`src/rtl/resize_pkg.sv`:
```
// Shared definitions for the 2:1 box-filter downscale path: sequencer states,
// default frame geometry and the width helpers used to size counters and addresses.
package resize_pkg;

    typedef enum logic [1:0] {
        IDLE  = 2'd0,
        ARMED = 2'd1,
        RUN   = 2'd2,
        FIN   = 2'd3
    } state_t;

    // Returns at least 1 so that degenerate sizes still give a legal vector width.
    function automatic int unsigned width_of(input int unsigned n);
        return (n <= 1) ? 1 : $clog2(n);
    endfunction

    localparam int unsigned FRAME_W = 768;
    localparam int unsigned FRAME_H = 512;
    localparam int unsigned COL_W   = width_of(FRAME_W);
    localparam int unsigned ROW_W   = width_of(FRAME_H);
    localparam int unsigned ADDR_W  = width_of(FRAME_W / 2);

endpackage

```
`src/rtl/resize_pos_counter.sv`:
```
// Column/row pixel position counter with synchronous clear, count enable,
// column wrap into the next row and a last-pixel flag.
module resize_pos_counter
    import resize_pkg::*;
#(
    parameter int unsigned W  = FRAME_W,
    parameter int unsigned H  = FRAME_H,
    parameter int unsigned CW = width_of(W),
    parameter int unsigned RW = width_of(H)
) (
    input  logic          i_clk,
    input  logic          i_rst,
    input  logic          i_clr,
    input  logic          i_en,
    output logic [CW-1:0] o_col,
    output logic [RW-1:0] o_row,
    output logic          o_last
);

    localparam logic [CW-1:0] COL_LAST = CW'(W - 1);
    localparam logic [RW-1:0] ROW_LAST = RW'(H - 1);

    logic [CW-1:0] r_col;
    logic [RW-1:0] r_row;
    logic          w_col_end;

    assign w_col_end = (r_col == COL_LAST);
    assign o_last    = w_col_end && (r_row == ROW_LAST);
    assign o_col     = r_col;
    assign o_row     = r_row;

    always_ff @(posedge i_clk or posedge i_rst) begin
        if (i_rst) begin
            r_col <= '0;
            r_row <= '0;
        end else if (i_clr) begin
            r_col <= '0;
            r_row <= '0;
        end else if (i_en) begin
            if (w_col_end) begin
                r_col <= '0;
                r_row <= o_last ? '0 : r_row + 1'b1;
            end else begin
                r_col <= r_col + 1'b1;
            end
        end
    end

endmodule

```
`src/rtl/resize_ctrl_2x2.sv`:
```
// Sequencer for the 2:1 box-filter downscale: frame FSM, accumulator and
// line-buffer strobe decode, output coordinates and sticky status flags.
module resize_ctrl_2x2
    import resize_pkg::*;
#(
    parameter int unsigned IN_W = FRAME_W,
    parameter int unsigned IN_H = FRAME_H,
    parameter int unsigned AW   = width_of(IN_W / 2),
    parameter int unsigned CW   = width_of(IN_W),
    parameter int unsigned RW   = width_of(IN_H)
) (
    input  logic          horizontal_clock,
    input  logic          horizontal_reset,
    input  logic          start,
    input  logic          horizontal_sync,
    input  logic          src_done,
    output logic          acc_load,
    output logic          acc_add,
    output logic          lb_wr_en,
    output logic [AW-1:0] lb_addr,
    output logic          out_valid,
    output logic [CW-2:0] out_col,
    output logic [RW-2:0] out_row,
    output logic          busy,
    output logic          done,
    output logic          short_frame,
    output logic          overrun
);

    state_t        r_state;
    logic          r_busy;
    logic          r_done;
    logic          r_short;
    logic          r_overrun;

    logic [CW-1:0] w_col;
    logic [RW-1:0] w_row;
    logic          w_last;
    logic          w_active;
    logic          w_accept;
    logic          w_clr;

    assign w_active = (r_state == ARMED) || (r_state == RUN);
    assign w_accept = w_active && horizontal_sync;
    assign w_clr    = (r_state == IDLE) && start;

    resize_pos_counter #(
        .W  (IN_W),
        .H  (IN_H),
        .CW (CW),
        .RW (RW)
    ) u_pos (
        .i_clk  (horizontal_clock),
        .i_rst  (horizontal_reset),
        .i_clr  (w_clr),
        .i_en   (w_accept),
        .o_col  (w_col),
        .o_row  (w_row),
        .o_last (w_last)
    );

    // Strobes decode the position of the pixel being accepted this cycle.
    assign acc_load  = w_accept && !w_col[0];
    assign acc_add   = w_accept &&  w_col[0];
    assign lb_wr_en  = w_accept &&  w_col[0] && !w_row[0];
    assign out_valid = w_accept &&  w_col[0] &&  w_row[0];
    assign lb_addr   = AW'(w_col[CW-1:1]);
    assign out_col   = w_col[CW-1:1];
    assign out_row   = w_row[RW-1:1];

    assign busy        = r_busy;
    assign done        = r_done;
    assign short_frame = r_short;
    assign overrun     = r_overrun;

    always_ff @(posedge horizontal_clock or posedge horizontal_reset) begin
        if (horizontal_reset) begin
            r_state   <= IDLE;
            r_busy    <= 1'b0;
            r_done    <= 1'b0;
            r_short   <= 1'b0;
            r_overrun <= 1'b0;
        end else begin
            r_done <= 1'b0;
            case (r_state)
                IDLE: begin
                    if (start) begin
                        r_state   <= ARMED;
                        r_busy    <= 1'b1;
                        r_short   <= 1'b0;
                        r_overrun <= 1'b0;
                    end else if (horizontal_sync) begin
                        r_overrun <= 1'b1;
                    end
                end
                ARMED, RUN: begin
                    // Last pixel takes priority over a coincident src_done.
                    if (w_accept && w_last) begin
                        r_state <= FIN;
                        r_busy  <= 1'b0;
                        r_done  <= 1'b1;
                    end else if (src_done) begin
                        r_state <= FIN;
                        r_busy  <= 1'b0;
                        r_done  <= 1'b1;
                        r_short <= 1'b1;
                    end else if (w_accept) begin
                        r_state <= RUN;
                    end
                end
                FIN: begin
                    r_state <= IDLE;
                    if (horizontal_sync) begin
                        r_overrun <= 1'b1;
                    end
                end
                default: begin
                    r_state <= IDLE;
                    r_busy  <= 1'b0;
                end
            endcase
        end
    end

endmodule

```
`config.mk`:
```
export PLATFORM = sky130hd
export DESIGN_NAME = resize_ctrl_2x2
export DESIGN_NICKNAME = d
export VERILOG_FILES = /design/src/rtl/resize_pkg.sv /design/src/rtl/resize_pos_counter.sv /design/src/rtl/resize_ctrl_2x2.sv
export SDC_FILE = /design/constraint.sdc
export NUM_CORES = 1
export LEC_CHECK = 0
export CAP_MARGIN = 10
export CELL_PAD_IN_SITES_DETAIL_PLACEMENT = 0
export CELL_PAD_IN_SITES_GLOBAL_PLACEMENT = 1
export CORE_MARGIN = 2
export CORE_UTILIZATION = 29
export CTS_CLUSTER_DIAMETER = 120
export CTS_CLUSTER_SIZE = 20
export DETAILED_ROUTE_END_ITERATION = 16
export PLACE_DENSITY = 0.68
export SYNTH_ARGS = -nofsm -noshare
export SYNTH_HDL_FRONTEND = slang
export SYNTH_SLANG_ARGS = --single-unit
export TNS_END_PERCENT = 5
```
`constraint.sdc`:
```
create_clock -name horizontal_clock -period 3.25 [get_ports horizontal_clock]
set_clock_uncertainty 0.2 [all_clocks]
set_input_delay 0.65 -clock horizontal_clock [delete_from_list [all_inputs] [get_ports horizontal_clock]]
set_output_delay 0.65 -clock horizontal_clock [all_outputs]
set_load 0.01 [all_outputs]
```
== Word level (Yosys, flattened, before mapping) ==
Index checks and enable logic that the tools add are counted.
Storage, ports and cells
  register bits after elaboration: 25
  bits of input ports: 5
Cells by class
  eq/ne operators: 10
  $add $sub $neg: 2
  mux-type cells: 26
  reductions and logical operators: 21
Operators by type and width (count)
  9-bit 2-to-1 mux: 4
  10-bit 2-to-1 mux: 3
  1-bit 2-to-1 mux: 11
  10-bit by 1-bit adder with 10-bit output (second input constant): 1
  10-bit equality test (second input constant): 1
  9-bit by 1-bit adder with 9-bit output (second input constant): 1
  9-bit equality test (second input constant): 1
  1-bit logical AND: 8
  2-bit 2-to-1 mux: 4
  2-bit nonzero test: 4
  2-bit != test (second input constant): 3
  1-bit one-hot mux with 2 select lines: 3
  2-bit one-hot mux with 3 select lines: 1
  2-bit equality test (second input constant): 2
  4-bit != test (second input constant): 1
  2-bit AND reduction: 2
  4-bit AND reduction: 1
  3-bit != test (second input constant): 1
  3-bit AND reduction: 1
  2-bit by 1-bit equality test with 1-bit output (second input constant): 1
  1-bit logical NOT: 2
  2-bit logical NOT: 1
  2-bit OR reduction: 1
  1-bit logical OR: 1

== Logic depth before layout (Yosys ltp) ==
Gate-level depths: netlist of run 1.
  depth after elaboration: 7
  depth in mapped cells: 9
  gate-level depth less buffers: 8

== By module ==
A second synthesis of run 1 with hierarchy kept.
Second synthesis, totals
  cell total of the unflattened synthesis: 165
  area total of the unflattened synthesis: 1487.7 µm²
Modules (own cells, without submodules)
  resize_pos_counter: instances 1, area an instance 1072.3 µm², cells each 117
  resize_ctrl_2x2: instances 1, area an instance 415.4 µm², cells each 48

== Least setup slack after synthesis of run 1 ==
No wires, ideal clock.
  kind: register to register
  from: register u_pos.r_row[0], in the netlist u_pos.o_row[0]
  to: register u_pos.r_row[2], in the netlist u_pos.o_row[2]
  setup slack: 0.806 ns
  setup time: 0.078 ns
  arrival time: 2.166 ns
  cell stages (with the launch flop): 9
  buffers on the path: 1
  path through: dfrtp_1 -> ha_1 -> and3_1 -> and3_1 -> and3_1 -> ha_1 -> clkbuf_1 -> or4b_1 -> a21oi_1
Between the ends
  word-level cells in the longest chain between the ends: 6
RTL lines
  start, declared: RTL line resize_pos_counter.sv:24  | logic [RW-1:0] r_row;
  start signal, assigned: RTL line resize_pos_counter.sv:42  | r_row <= o_last ? '0 : r_row + 1'b1;
  branches (longest 2 deep; another with 9-bit by 1-bit adder with 9-bit output)
  9-bit 2-to-1 mux (*): RTL line resize_pos_counter.sv:42
  9-bit 2-to-1 mux (*): RTL line resize_pos_counter.sv:40  | if (w_col_end) begin
  9-bit 2-to-1 mux (*): RTL line resize_pos_counter.sv:39  | end else if (i_en) begin
  9-bit 2-to-1 mux (*): RTL line resize_pos_counter.sv:36  | end else if (i_clr) begin
Every way passes the cells marked *. The select of a mux whose other input is x is not followed.
A chain may end at the register's enable or synchronous reset.

== Final worst setup path of run 1 ==
  from: input horizontal_sync
  to: output lb_wr_en
Between the ends
  word-level cells in the longest chain between the ends: 3
RTL lines
  start, declared: RTL line resize_ctrl_2x2.sv:15  | input logic horizontal_sync,
  1-bit logical AND: RTL line resize_ctrl_2x2.sv:44  | assign w_accept = w_active && horizontal_sync;
  1-bit logical AND (2 in series): RTL line resize_ctrl_2x2.sv:65  | assign lb_wr_en = w_accept && w_col[0] && !w_row[0];
  end, declared: RTL line resize_ctrl_2x2.sv:19  | output logic lb_wr_en,
Every way passes these cells.

==> impl_results.md, run 1 <==
- Status: completed
- Clock power share: 0.178
- EDFF count, synth: 0
- Setup Fix Bufs, Post-CTS: 0
- Post-Syn Area: roughly 1600 µm²
- First-pass GRT wire length: between 5000 and 6000 µm
- Die Y: 78.3 µm
- CTS tree: done
- Full die area: 6120 µm²
- Vias per cell: 4.74
- Clk Latency, worst-skew pair: around 0.27 ns
- Crit Path Category: in -> out
- Layout fillers: a little under 600
- Maximum vdd ir drop: just over 0.3 mV
- Buffers and inverters on the worst path: 2
- # H-tree levels: 1
- Final Routed Wirelength: 3430 µm
- Vias in the first global route: around 1.2k
- Max-cap violation count: 0
- RD Place Congestion: 0.787
- Synth unique cells: 38
- Worst path max stage delay: 0.54 ns
- Final Hold Viols: 0
- Internal Power: roughly 0.68 mW
- Synth top area share: 0.391
- Reg-to-Reg End: u_pos.o_row[7]$_DFFE_PP0P_
- Crit-path most repeated cell: clkdlybuf4s50_1
- Pre-CTS setup slack: 0.279 ns
- Relative slew margins: 0.678
- Initial cell density of the core: 0.296
- Antenna violation net count after detailed routing: 0
- Placement row count: 27
- Largest family of logic cells by synthesized area: simple AND/OR/NAND/NOR gates
- Simple-gate portion of the synthesized area: 0.217
- Crit path launch: horizontal_sync
- FF-to-FF Start: r_state[0]$_DFFE_PP0P_
- Post-Syn Instances: 182
- Max-slew violations: 0
- Fin util: 0.353
- Largest net degree at the start of global routing: 26
- Flop-to-flop setup slack: approximately 0.63 ns
- Slowest CP cell: clkdlybuf4s50_1
- Initial antenna violation count: 0
- Syn Nets: ~190
- Ratio of cells with drive above 1 in the final layout: 0.0567
- CP arrival: approximately 2.1 ns
- Synth Flop Type: dfrtp_1
- Adder-Cell Fraction of Synth Area: 0.0391
- Asr flop ratio synth: 1.00
- Iter 0 DRT Violations: 83
- FMAX: between 0.3 and 0.4 GHz
- RSZ-0062 raised after global routing: no
- Static Leak: 0.781 nW
- WL/cell: 12.9 µm
- Period minus WS final: ~3 ns
- Ys Warns: 0
- Leading area contributor after synthesis: dfrtp_1
- Routed vias: ~1.3k
- Root buffer cell: clkbuf_8
- Part of the power in registers: 0.398
- CORE AREA: ~5400 µm²
- Clk slew on worst S/H paths: 0.09 ns
- Layout Nets: 205
- Top cells by area, synth: dfrtp_1 39%, buf_4 12%, a21oi_1 5.3%, ha_1 3.9%, nor2_1 3.5%
- Diodes inserted: 0
- NetSw: 0.397 mW
- Overall routing resource usage: 0.116
- Max clock buf depth: 2
- Final period utilization: 0.907
- Syn_area_per_cell: roughly 8.8 µm²
- Setup ws final: 0.303 ns
- CP startpoint kind: input port
- Die W: roughly 78 µm
- Critical Path Stages: 4
- Clk sink count: 25
- GRT overflow: 0
- Post-cts resize count: 0
- Worst setup endpoint: lb_wr_en
- Dpl hpwl: between 2000 and 2500 µm
- Layout area overhead: 19.4%
- PwrDens: between 500 and 600 nW/µm²
- Reg2Reg Depth: 6
- Post-synthesis compound-gate area fraction: 0.142
- Io pins: 39
- Worst-path maximum fanout: 5
- First-pass DRT Iterations: 4
- Final cell count without fillers: 266
- Placed Cells: 262
- Hold-fix buffers, CTS: 0
- DRC viols: 0
- Worst-margin pin slew: 0.483 ns
- Part of the Yosys area used for sequential elements: 0.391
- Post-synthesis xor/xnor area fraction: 0.0329
- HP Class: reg -> reg
- Setup_tns: 0 ns
- CP endpoint kind: output pin
- Crit path required time: 2.40 ns
- Family with the most delay on the worst path: buffers and inverters
- Crit-path cells: clkdlybuf4s50_1 -> and3_1 -> nor2b_1 -> clkdlybuf4s50_1
- Sw Share: 0.369
- Setup violators final: 0
- TritonCTS Buffers: 3
- Mux contribution to synthesized area: 0.0133
- Gate power share: 0.425
- Number of synthesized register bits: 25
- Port Buffer Count: 38
[worst min-delay path by stage]
stage                       startpoint                 endpoint  slack (ns)  depth (start not counted)
2_1_floorplan   r_state[1]$_DFFE_PP0P_   r_state[1]$_DFFE_PP0P_        0.29                          1
3_3_place_gp    r_state[1]$_DFFE_PP0P_   r_state[1]$_DFFE_PP0P_        0.31                          1
3_5_place_dp    r_state[1]$_DFFE_PP0P_   r_state[1]$_DFFE_PP0P_        0.32                          1
4_1_cts         r_state[1]$_DFFE_PP0P_   r_state[1]$_DFFE_PP0P_        0.34                          1
5_1_grt        short_frame$_DFFE_PP0P_  short_frame$_DFFE_PP0P_        0.37                          2
6_report        r_state[1]$_DFFE_PP0P_   r_state[1]$_DFFE_PP0P_        0.33                          1
[synth_stat cells, drive strengths merged (2+ instances only)]
cell type / number
xnor2: 4
nand2b: 3
and3: 5
or4: 3
clkbuf: 5
dfrtp: 25
xor2: 2
a21oi: 17
a211oi: 3
o21ai: 11
ha: 5
and2: 3
nor2b: 2
nand3b: 2
nor3: 2
nand3: 4
nand2: 13
nand4: 2
nor2: 15
inv: 9
or4b: 4
buf: 28
a31oi: 4
[sequential cells by signal, summed over array words and instances, names as in the netlist]
name,flops
r_state,2
u_pos.o_row,9
done,1
short_frame,1
busy,1
overrun,1
u_pos.o_col,10
[stage by stage]
| stage | power (mW) | instance area, µm² | hold slack (ns) |
|---|---|---|---|
| finish | 1.08 | 1910 | 0.334 |
| detailed placement | 0.893 | 1860 | 0.320 |
| floorplan | 0.719 | 1600 | 0.286 |
| CTS | 1.09 | 1910 | 0.342 |
| global route | 1.17 | 1910 | 0.370 |
| global placement | 0.893 | 1860 | 0.314 |
[layout make-up]
type                       instances  area (µm²)  area share
inverter                           9        33.8      0.0177
clock inverter                     1        5.00     0.00262
clock buffer                       3        41.3      0.0216
sequential                        25         626       0.328
timing repair buffer              41         403       0.211
multi-input combinational        115         711       0.372
tap                               72        90.1      0.0472
[power groups by stage]
| stage | registers (mW) | logic [mW] | clock network [mW] |
|---|---|---|---|
| 2_1_floorplan | 0.433 | 0.286 | 0 |
| 3_3_place_gp | 0.434 | 0.460 | 0 |
| 3_5_place_dp | 0.435 | 0.457 | 0 |
| 4_1_cts | 0.429 | 0.461 | 0.204 |
| 5_1_grt | 0.441 | 0.511 | 0.215 |
| 6_report | 0.428 | 0.457 | 0.192 |
[cells by family after synthesis]
family                   Yosys count
multiplexers                       2
flip-flops                        25
XOR/XNOR                           6
buffers and inverters             42
adder cells (fa/ha/maj)            5
AND/OR/NAND/NOR                   62
AO/OA/AOI/OAI                     40
[cells in the final DEF, fill, tap and decap left out, drive strengths merged, types with 5 or more instances in the layout]
cell,instances
clkdlybuf4s50,38
dfrtp,25
a21oi,17
nor2,15
nand2,13
o21ai,11
inv,9
and3,5
ha,5
[per-layer routing]
layer,global-route usage,vias up,part of all wire
li1,-,633,-
met5,0,-,0
met1,0.155,599,0.48
met2,0.187,24,0.47
met4,0.0474,0,0.017
met3,0.0184,5,0.035
(Power assumes the default switching activity.)
==> inputs of run 2 (changes only) <==
Settings changed: CTS_CLUSTER_SIZE 20 to 14.
==> results of run 2 <==
The final DEF is identical to that of run 1; final timing and power are the same.
